===== src/rtl/huff_code_builder.sv =====
// Iterative Huffman code table builder: loads NUM_SYM (char, freq) pairs, merges the two
// lowest (freq, group id) nodes once per cycle, then streams one code entry per symbol.
module huff_code_builder #(
    parameter int unsigned NUM_SYM = 4,
    parameter int unsigned FREQ_W  = 3,
    parameter int unsigned LEN_W   = $clog2(NUM_SYM),
    parameter int unsigned SUM_W   = FREQ_W + $clog2(NUM_SYM)
) (
    input  logic                 clk,
    input  logic                 reset,
    input  logic                 in_valid,
    output logic                 in_ready,
    input  logic [7:0]           in_char,
    input  logic [FREQ_W-1:0]    in_freq,
    output logic                 out_valid,
    input  logic                 out_ready,
    output logic [7:0]           out_char,
    output logic [LEN_W-1:0]     out_len,
    output logic [NUM_SYM-2:0]   out_code,
    output logic                 done
);

    localparam int unsigned IDX_W  = $clog2(NUM_SYM);
    localparam int unsigned CODE_W = NUM_SYM - 1;

    typedef enum logic [1:0] {ST_LOAD, ST_MERGE, ST_EMIT, ST_DONE} state_t;

    state_t               state, state_nxt;
    logic [IDX_W-1:0]     ld_cnt, ld_cnt_nxt;
    logic [IDX_W-1:0]     mrg_cnt, mrg_cnt_nxt;
    logic [IDX_W-1:0]     em_cnt, em_cnt_nxt;
    logic [IDX_W-1:0]     em_idx;
    logic [7:0]           chr       [NUM_SYM];
    logic [7:0]           chr_nxt   [NUM_SYM];
    logic [SUM_W-1:0]     nfreq     [NUM_SYM];
    logic [SUM_W-1:0]     nfreq_nxt [NUM_SYM];
    logic [IDX_W-1:0]     grp       [NUM_SYM];
    logic [IDX_W-1:0]     grp_nxt   [NUM_SYM];
    logic [LEN_W-1:0]     len       [NUM_SYM];
    logic [LEN_W-1:0]     len_nxt   [NUM_SYM];
    logic [CODE_W-1:0]    code      [NUM_SYM];
    logic [CODE_W-1:0]    code_nxt  [NUM_SYM];
    logic [NUM_SYM-1:0]   active, active_nxt;

    logic                 in_ready_nxt, out_valid_nxt, done_nxt;
    logic [7:0]           out_char_nxt;
    logic [LEN_W-1:0]     out_len_nxt;
    logic [CODE_W-1:0]    out_code_nxt;

    logic                 a_ok, b_ok;
    logic [IDX_W-1:0]     a_id, b_id, m_id, o_id;
    logic [SUM_W-1:0]     a_f, b_f;

    // Two smallest active nodes; ascending scan with strict compare breaks ties to lower id
    always_comb begin
        a_ok = 1'b0;
        a_id = '0;
        a_f  = '0;
        b_ok = 1'b0;
        b_id = '0;
        b_f  = '0;
        for (int k = 0; k < NUM_SYM; k++) begin
            if (active[k] && (!a_ok || nfreq[k] < a_f)) begin
                a_ok = 1'b1;
                a_id = IDX_W'(k);
                a_f  = nfreq[k];
            end
        end
        for (int k = 0; k < NUM_SYM; k++) begin
            if (active[k] && IDX_W'(k) != a_id && (!b_ok || nfreq[k] < b_f)) begin
                b_ok = 1'b1;
                b_id = IDX_W'(k);
                b_f  = nfreq[k];
            end
        end
        m_id = (a_id < b_id) ? a_id : b_id;
        o_id = (a_id < b_id) ? b_id : a_id;
    end

    always_comb begin
        state_nxt     = state;
        ld_cnt_nxt    = ld_cnt;
        mrg_cnt_nxt   = mrg_cnt;
        em_cnt_nxt    = em_cnt;
        em_idx        = em_cnt + 1'b1;
        chr_nxt       = chr;
        nfreq_nxt     = nfreq;
        grp_nxt       = grp;
        len_nxt       = len;
        code_nxt      = code;
        active_nxt    = active;
        in_ready_nxt  = in_ready;
        out_valid_nxt = out_valid;
        out_char_nxt  = out_char;
        out_len_nxt   = out_len;
        out_code_nxt  = out_code;
        done_nxt      = 1'b0;

        case (state)
            ST_LOAD: begin
                if (in_valid && in_ready) begin
                    chr_nxt[ld_cnt]    = in_char;
                    nfreq_nxt[ld_cnt]  = SUM_W'(in_freq);
                    grp_nxt[ld_cnt]    = ld_cnt;
                    len_nxt[ld_cnt]    = '0;
                    code_nxt[ld_cnt]   = '0;
                    active_nxt[ld_cnt] = 1'b1;
                    if (ld_cnt == IDX_W'(NUM_SYM - 1)) begin
                        ld_cnt_nxt   = '0;
                        in_ready_nxt = 1'b0;
                        state_nxt    = ST_MERGE;
                    end else begin
                        ld_cnt_nxt = ld_cnt + 1'b1;
                    end
                end
            end
            ST_MERGE: begin
                // Group A prepends a 0, group B a 1; codes grow from the leaf side
                for (int s = 0; s < NUM_SYM; s++) begin
                    if (grp[s] == a_id) begin
                        len_nxt[s] = len[s] + 1'b1;
                    end else if (grp[s] == b_id) begin
                        code_nxt[s] = code[s] | (CODE_W'(1) << len[s]);
                        len_nxt[s]  = len[s] + 1'b1;
                    end
                    if (grp[s] == o_id) begin
                        grp_nxt[s] = m_id;
                    end
                end
                nfreq_nxt[m_id]  = a_f + b_f;
                active_nxt[o_id] = 1'b0;
                if (mrg_cnt == IDX_W'(NUM_SYM - 2)) begin
                    mrg_cnt_nxt   = '0;
                    em_cnt_nxt    = '0;
                    state_nxt     = ST_EMIT;
                    out_valid_nxt = 1'b1;
                    out_char_nxt  = chr[0];
                    out_len_nxt   = len_nxt[0];
                    out_code_nxt  = code_nxt[0];
                end else begin
                    mrg_cnt_nxt = mrg_cnt + 1'b1;
                end
            end
            ST_EMIT: begin
                if (out_ready) begin
                    if (em_cnt == IDX_W'(NUM_SYM - 1)) begin
                        em_cnt_nxt    = '0;
                        out_valid_nxt = 1'b0;
                        state_nxt     = ST_DONE;
                    end else begin
                        em_cnt_nxt   = em_idx;
                        out_char_nxt = chr[em_idx];
                        out_len_nxt  = len[em_idx];
                        out_code_nxt = code[em_idx];
                    end
                end
            end
            ST_DONE: begin
                done_nxt     = 1'b1;
                in_ready_nxt = 1'b1;
                state_nxt    = ST_LOAD;
            end
            default: begin
                in_ready_nxt  = 1'b1;
                out_valid_nxt = 1'b0;
                state_nxt     = ST_LOAD;
            end
        endcase
    end

    always_ff @(posedge clk) begin
        if (reset) begin
            state     <= ST_LOAD;
            ld_cnt    <= '0;
            mrg_cnt   <= '0;
            em_cnt    <= '0;
            active    <= '0;
            in_ready  <= 1'b1;
            out_valid <= 1'b0;
            out_char  <= '0;
            out_len   <= '0;
            out_code  <= '0;
            done      <= 1'b0;
            for (int s = 0; s < NUM_SYM; s++) begin
                chr[s]   <= '0;
                nfreq[s] <= '0;
                grp[s]   <= '0;
                len[s]   <= '0;
                code[s]  <= '0;
            end
        end else begin
            state     <= state_nxt;
            ld_cnt    <= ld_cnt_nxt;
            mrg_cnt   <= mrg_cnt_nxt;
            em_cnt    <= em_cnt_nxt;
            active    <= active_nxt;
            in_ready  <= in_ready_nxt;
            out_valid <= out_valid_nxt;
            out_char  <= out_char_nxt;
            out_len   <= out_len_nxt;
            out_code  <= out_code_nxt;
            done      <= done_nxt;
            chr       <= chr_nxt;
            nfreq     <= nfreq_nxt;
            grp       <= grp_nxt;
            len       <= len_nxt;
            code      <= code_nxt;
        end
    end

endmodule

===== config.mk =====
export PLATFORM = sky130hd
export DESIGN_NAME = huff_code_builder
export DESIGN_NICKNAME = d
export VERILOG_FILES = /design/src/rtl/huff_code_builder.sv
export SDC_FILE = /design/constraint.sdc
export NUM_CORES = 1
export LEC_CHECK = 0
export BUFFER_PORTS_ARGS = -buffer_cell sky130_fd_sc_hd__buf_4
export CORE_MARGIN = 1.5
export CORE_UTILIZATION = 30
export CTS_BUF_LIST = sky130_fd_sc_hd__clkbuf_8
export DETAILED_ROUTE_END_ITERATION = 8
export GPL_ROUTABILITY_DRIVEN = 0
export PLACE_DENSITY = 0.52
export SLEW_MARGIN = 30
export SYNTH_ARGS = -nofsm -noshare
export SYNTH_HDL_FRONTEND = slang
export SYNTH_SLANG_ARGS = --single-unit

===== constraint.sdc =====
create_clock -name clk -period 13.4 [get_ports clk]
set_input_delay 2.68 -clock clk [delete_from_list [all_inputs] [get_ports clk]]
set_output_delay 2.68 -clock clk [all_outputs]
set_load 0.1 [all_outputs]

# After elaboration in Yosys (flattened, before gate mapping)
# Cells that the tools add are included.
totals:
  rom_bits: 0
  elab_cells: 273
  latch_bits: 0
  ff_bits: 108
  mem_count: 0
  ramBits: 0
  output_inout_bits: 16
op_classes:
  n_mul: 0
  bitwise_logic: 14
  magnitude_cmp: 16
  eq_ne: 40
  mux: 111
  reduce_logical: 49
  n_div: 0
  shift: 4
  n_addsub: 8
op_table:
  columns: ["cell", "count"]
  rows:
  - ["2-bit two-way mux", 34]
  - ["8-bit two-way mux", 8]
  - ["5-bit two-way mux", 10]
  - ["8-bit case mux with 2 select lines", 3]
  - ["3-bit two-way mux", 14]
  - ["20-bit bitwise mux", 2]
  - ["20-bit case mux with 2 select lines", 1]
  - ["32-bit bitwise mux", 1]
  - ["2-bit inequality test, second input constant", 16]
  - ["5-bit less-than comparator", 6]
  - ["3-bit AND reduction", 9]
  - ["2-bit == test", 12]
  - ["12-bit case mux with 2 select lines", 1]
  - ["5-bit demux with 2-bit select", 2]
  - ["20-bit two-way mux", 1]
  - ["4-bit AND reduction", 5]
  - ["8-bit binary-select mux with 2-bit select", 1]
  - ["8-bit demux with 2-bit select", 1]
  - ["1-bit two-way mux", 16]
  - ["1-bit logical AND", 15]
  - ["2-bit by 1-bit adder with 2-bit output, second input constant", 7]
  - ["12-bit bitwise AND", 1]
  - ["12-bit two-way mux", 1]
  - ["12-bit NOT", 1]
  - ["37 further kinds", 74]

# Depth between registers and ports, before layout
depth:
  depth_word: 37
  ltp_mapped: 75
  ltp_nobuf: 68

# Worst setup path before layout
# OpenSTA, ideal clock, no wires.
synth_timing:
  path_kind: "register -> register"
  from: "register active[0]"
  to: "register nfreq[19] (netlist name)"
  slack_ns: 1.042
  arrival_ns: 12.241
  required_time_ns: 13.283
  path_stages_with_launch: 72
  n_path_buf: 7
  cell_sequence: "dfxtp_1 clkbuf_1 and2_1 inv_1 ha_1 a21oi_1 o221ai_1 a21oi_1 clkbuf_1 a21oi_1 ha_1 nand2_1 o2111ai_1 nand2_1 a21oi_1 clkbuf_1 nand2_1 o21ai_1 [36 not listed] o21ai_0 a41o_4 and2_1 clkbuf_1 buf_2 nand2_1 o21ai_0 ha_1 inv_1 fa_1 inv_1 a21o_1 a21oi_1 and3_1 o221a_1 mux2i_1 nand3b_1 a32o_1"
synth_between:
  elab_chain_len: 37
synth_rtl:
  columns: ["item", "line", "source"]
  rows:
  - ["start: declaration", "43", "logic [NUM_SYM-1:0] active, active_nxt;"]
  - ["start signal: assignment", "196", "active <= active_nxt;"]
  - ["5-bit two-way mux / 1-bit two-way mux (equally long branches)", "63", "if (active[k] && (!a_ok || nfreq[k] < a_f)) begin"]
  - ["5-bit less-than comparator / 1-bit zero test (equally long branches)", "63", null]
  - ["1-bit logical OR", "63", null]
  - ["1-bit logical AND", "63", null]
  - ["5-bit two-way mux / 1-bit two-way mux (equally long branches)", "63", null]
  - ["5-bit less-than comparator / 1-bit zero test (equally long branches)", "63", null]
  - ["1-bit logical OR", "63", null]
  - ["1-bit logical AND", "63", null]
  - ["[21 not listed]", null, null]
  - ["2-bit two-way mux", "76", "m_id = (a_id < b_id) ? a_id : b_id;"]
  - ["2-bit NOT with 3-bit output (implied by the code)", "130", "nfreq_nxt[m_id] = a_f + b_f;"]
  - ["3-bit greater-or-equal comparator (implied by the code) / 3-bit by 1-bit less-than comparator with 1-bit output (equally long branches)", "130", null]
  - ["1-bit logical AND (implied by the code)", "130", null]
  - ["5-bit two-way mux (implied by the code)", "130", null]
  - ["5-bit demux with 2-bit select", "130", null]
  - ["20-bit bitwise mux (*)", "130", null]
  - ["20-bit case mux with 2 select lines (*)", "99", "case (state)"]
  - ["end signal: assignment", "204", "nfreq <= nfreq_nxt;"]
  - ["end: declaration", "35", "logic [SUM_W-1:0] nfreq [NUM_SYM];"]
# Every way passes the cells marked *; elsewhere a longest branch is shown, timed or not.
# A chain may end at the register's enable or synchronous reset.

# Worst setup path after layout
# Same ends and word-level chain as after synthesis.

==> metrics.yaml <==
synth_xor_area_share_pct: 2.62
design_area_sq_um: 8070
antenna_left: 0
async_flop_share_pct: 0
synthSimpleGateAreaFrac_pct: 22.0
pwr-share-clk_pct: 14.5
initial_core_util_pct: 30.4
p_comb_share_pct: 55.6
viasPerCell: 5.33
power_density_nw_per_um2: 184
crit_path_start_kind: "register"
drive_above_1_share_pct: 10.8
crit_path_max_fanout: 15
syn-num-nets: 1010
dr.pass1.iters: 5
num_rows: 57
hold_ws_ns: 0.462
synth_flop_cell: "dfxtp_1"
postCtsHoldBufs: 0
nFillCells: 2624
place_worst_setup_slack_ns: -0.0229
status: "complete, no violations"
num_io_pins: 31
fin_cells: 1269
grt_usage_pct: 17.7
worstPathArrival_ns: 12.76
setup_viol: 0
vdd_drop_max_mv: 0.0721
syn-cell-area_sq_um: 7340
clockRootBuffer: "clkbuf_8"
p_leak_uw: 0.00302
die_area_sq_um: 25400
maxSlewHeadroom_pct: 39.6
htree_levels: 3
final_hold_viol_count: 0
fin_crit_sh_pct: 92.9
syn_to_final_growth_pct: 9.92
die_w_um: 159
p_int_uw: 706
post-route-drc-count: 0
grt_setup_unrepaired: "no"
worst_pin_slew_ns: 0.903
maxCapViolations: 0
cts_buffer_depth: 2
setup_ws_ns: 0.950
dr_total_vias: 6770
routed_wl_mm: 22.3
fp.dieH_um: 159
fmax_ghz: 0.0803
slew_violations: 0
skew_ns: 0.0194
overflow: 0
switching_share_pct: 52.4
diodes: 0
ys_warn_count: 0
period_needed_ns: 12.45
setup.worst_path.end_class: "register"
yosys.area_share.adder_pct: 9.27
synth-compound-area-share_pct: 27.9
synth_cell_types: 88
clk_latency_ns: 0.41
drtIter0Drc: 527
seqPwrFrac_pct: 29.9
cts_tree: "yes"
grt_max_degree: 76
min-delay-path-class: "reg -> reg"
p_switching_uw: 778
synth_edf_count: 0
cp_slowest_cell: "dfxtp_2"
cts_buffers: 9
placed_area_sq_um: 7830
cp_common_cell: "nand2_1"
antenna_found_initial: 0
ys_seq_area_share_pct: 29.5
post-place-cells: 1253
syn_area_per_cell_sq_um: 7.79
cp.required_ns: 13.70
final_nets: 1008
dp.final_hpwl_mm: 16.9
cts.clk_slew.worst_paths_ns: 0.12
grt_pass1_vias: 6477
crit_type: "reg -> reg"
port-buffer-count: 30
coreArea_sq_um: 24200
grt_pass1_wl_mm: 35.9
wl_per_cell_um: 17.6
ys_ff_latch: 108
synth_top_family_by_area: "compound AO/OA/AOI/OAI gates"
cpPeakStageDelay_ns: 0.50
muxShareOfSynthArea_pct: 3.80
cts_setup_buffers: 0
cts.sink_count: 108
syn_inst: 942
==> through the flow <==
step	util [%]	power, uW	setup TNS, ns
finish	33.4	1480	0
global route	33.4	1590	0
CTS	33.3	1480	0
detailed placement	32.4	1260	-0.0229
global placement	32.4	1260	0
floorplan	-	1060	0
==> cell usage after synthesis (all sizes together) (4+ instances only) <==
library cell | number | area, sq um
clkbuf | 39 | 146
nor2b | 5 | 31.3
a31oi | 16 | 106
inv | 41 | 156
or3 | 6 | 37.5
a22o | 9 | 78.8
nand3 | 23 | 120
o21a | 7 | 52.6
and2 | 11 | 68.8
xor2 | 6 | 52.6
a32o | 6 | 60.1
and3 | 6 | 37.5
a21o | 6 | 45.0
nand4 | 8 | 50.1
o211a | 6 | 60.1
mux4 | 5 | 113
a311oi | 6 | 52.6
nand2 | 174 | 663
xnor2 | 16 | 140
nor3 | 22 | 153
mux2i | 14 | 144
o21ai | 60 | 300
a2111o | 4 | 45.0
o22ai | 7 | 57.6
buf | 13 | 62.6
nor4 | 6 | 43.8
a22oi | 12 | 90.1
ha | 52 | 651
dfxtp | 108 | 2160
a21oi | 89 | 457
o211ai | 9 | 77.6
a211oi | 19 | 165
nor2 | 77 | 292
==> worst paths after layout <==
kind / from / end / slack (ns) / cells after the start
setup / recovery: active[0] / nfreq[19] / 0.95 / 66
hold / removal: chr[0] / chr[0] / 0.46 / 2
setup reg to reg: active[0] / nfreq[19] / 0.95 / 66
hold reg to reg: chr[0] / chr[0] / 0.46 / 2
==> layout make-up <==
| type | instances | area [sq um] | area share, % |
|---|---|---|---|
| well taps | 324 | 405 | 5.02 |
| flip-flops and latches | 108 | 2160 | 26.8 |
| inverters | 41 | 156 | 1.94 |
| clock inverters | 7 | 88.8 | 1.10 |
| repair buffers | 39 | 293 | 3.63 |
| clock buffers | 9 | 124 | 1.54 |
| multi-input cells | 741 | 4840 | 60.0 |
==> repair_timing <==
action | in CTS | in global routing
endpoints found under the hold margin | 0 | 0
pin swaps | 0 | 0
setup endpoints to repair | 4 | 32
gates resized for setup | 1 | 7
==> state kept, by name (all words and copies together), names as in the netlist <==
register   flops
mrg_cnt        2
code          12
active         4
ld_cnt         2
chr           32
state          2
grp            8
len            8
in_ready       1
em_cnt         2
out_valid      1
nfreq         20
done           1
out_code       3
out_char       8
out_len        2
==> metal layers <==
layer | track usage (%) | part of all wire, % | up-vias
li1 | - | - | 3387
met1 | 24.3 | 48 | 3187
met2 | 28.7 | 46 | 168
met3 | 2.08 | 4.4 | 28
met4 | 5.70 | 1.9 | 0
met5 | 0 | 0 | -
==> power groups by stage <==
stage | sequential (uW) | combinational, uW | clock, uW
floorplan | 501 | 556 | 0
global placement | 448 | 817 | 0
detailed placement | 448 | 815 | 0
CTS | 440 | 819 | 223
global route | 451 | 904 | 234
finish | 443 | 825 | 215
==> cells in the final DEF, fill, tap and decap left out, drive strengths merged, types with 16 or more instances in the layout <==
cell type / synthesis / final
a211oi: 19 / 19
a21oi: 89 / 89
a31oi: 16 / 16
buf: 13 / 39
dfxtp: 108 / 108
ha: 52 / 52
inv: 41 / 44
nand2: 174 / 174
nand3: 23 / 23
nor2: 77 / 77
nor3: 22 / 22
o21ai: 60 / 60
xnor2: 16 / 16
==> worst max-delay path, delay by kind of cell, from the launching register on <==
family / cells / cell delay (ns)
multiplexers: 1 / 0.13
buffers and inverters: 6 / 0.60
AO/OA/AOI/OAI: 29 / 5.45
AND/OR/NAND/NOR: 22 / 3.28
adder cells (fa/ha/maj): 8 / 2.34
flip-flops: 1 / 0.50
==> logic make-up (layout without fill, tap and decap cells) <==
group,Yosys count,after routing
buffers and inverters,93,96
and+or+nand+nor,354,354
muxes,21,21
AOI/OAI and AO/OA,290,290
xor gates and xnor gates,22,22
adders and majority gates,54,54
DFF,108,108
No activity file was read; power rests on OpenSTA's default activity.
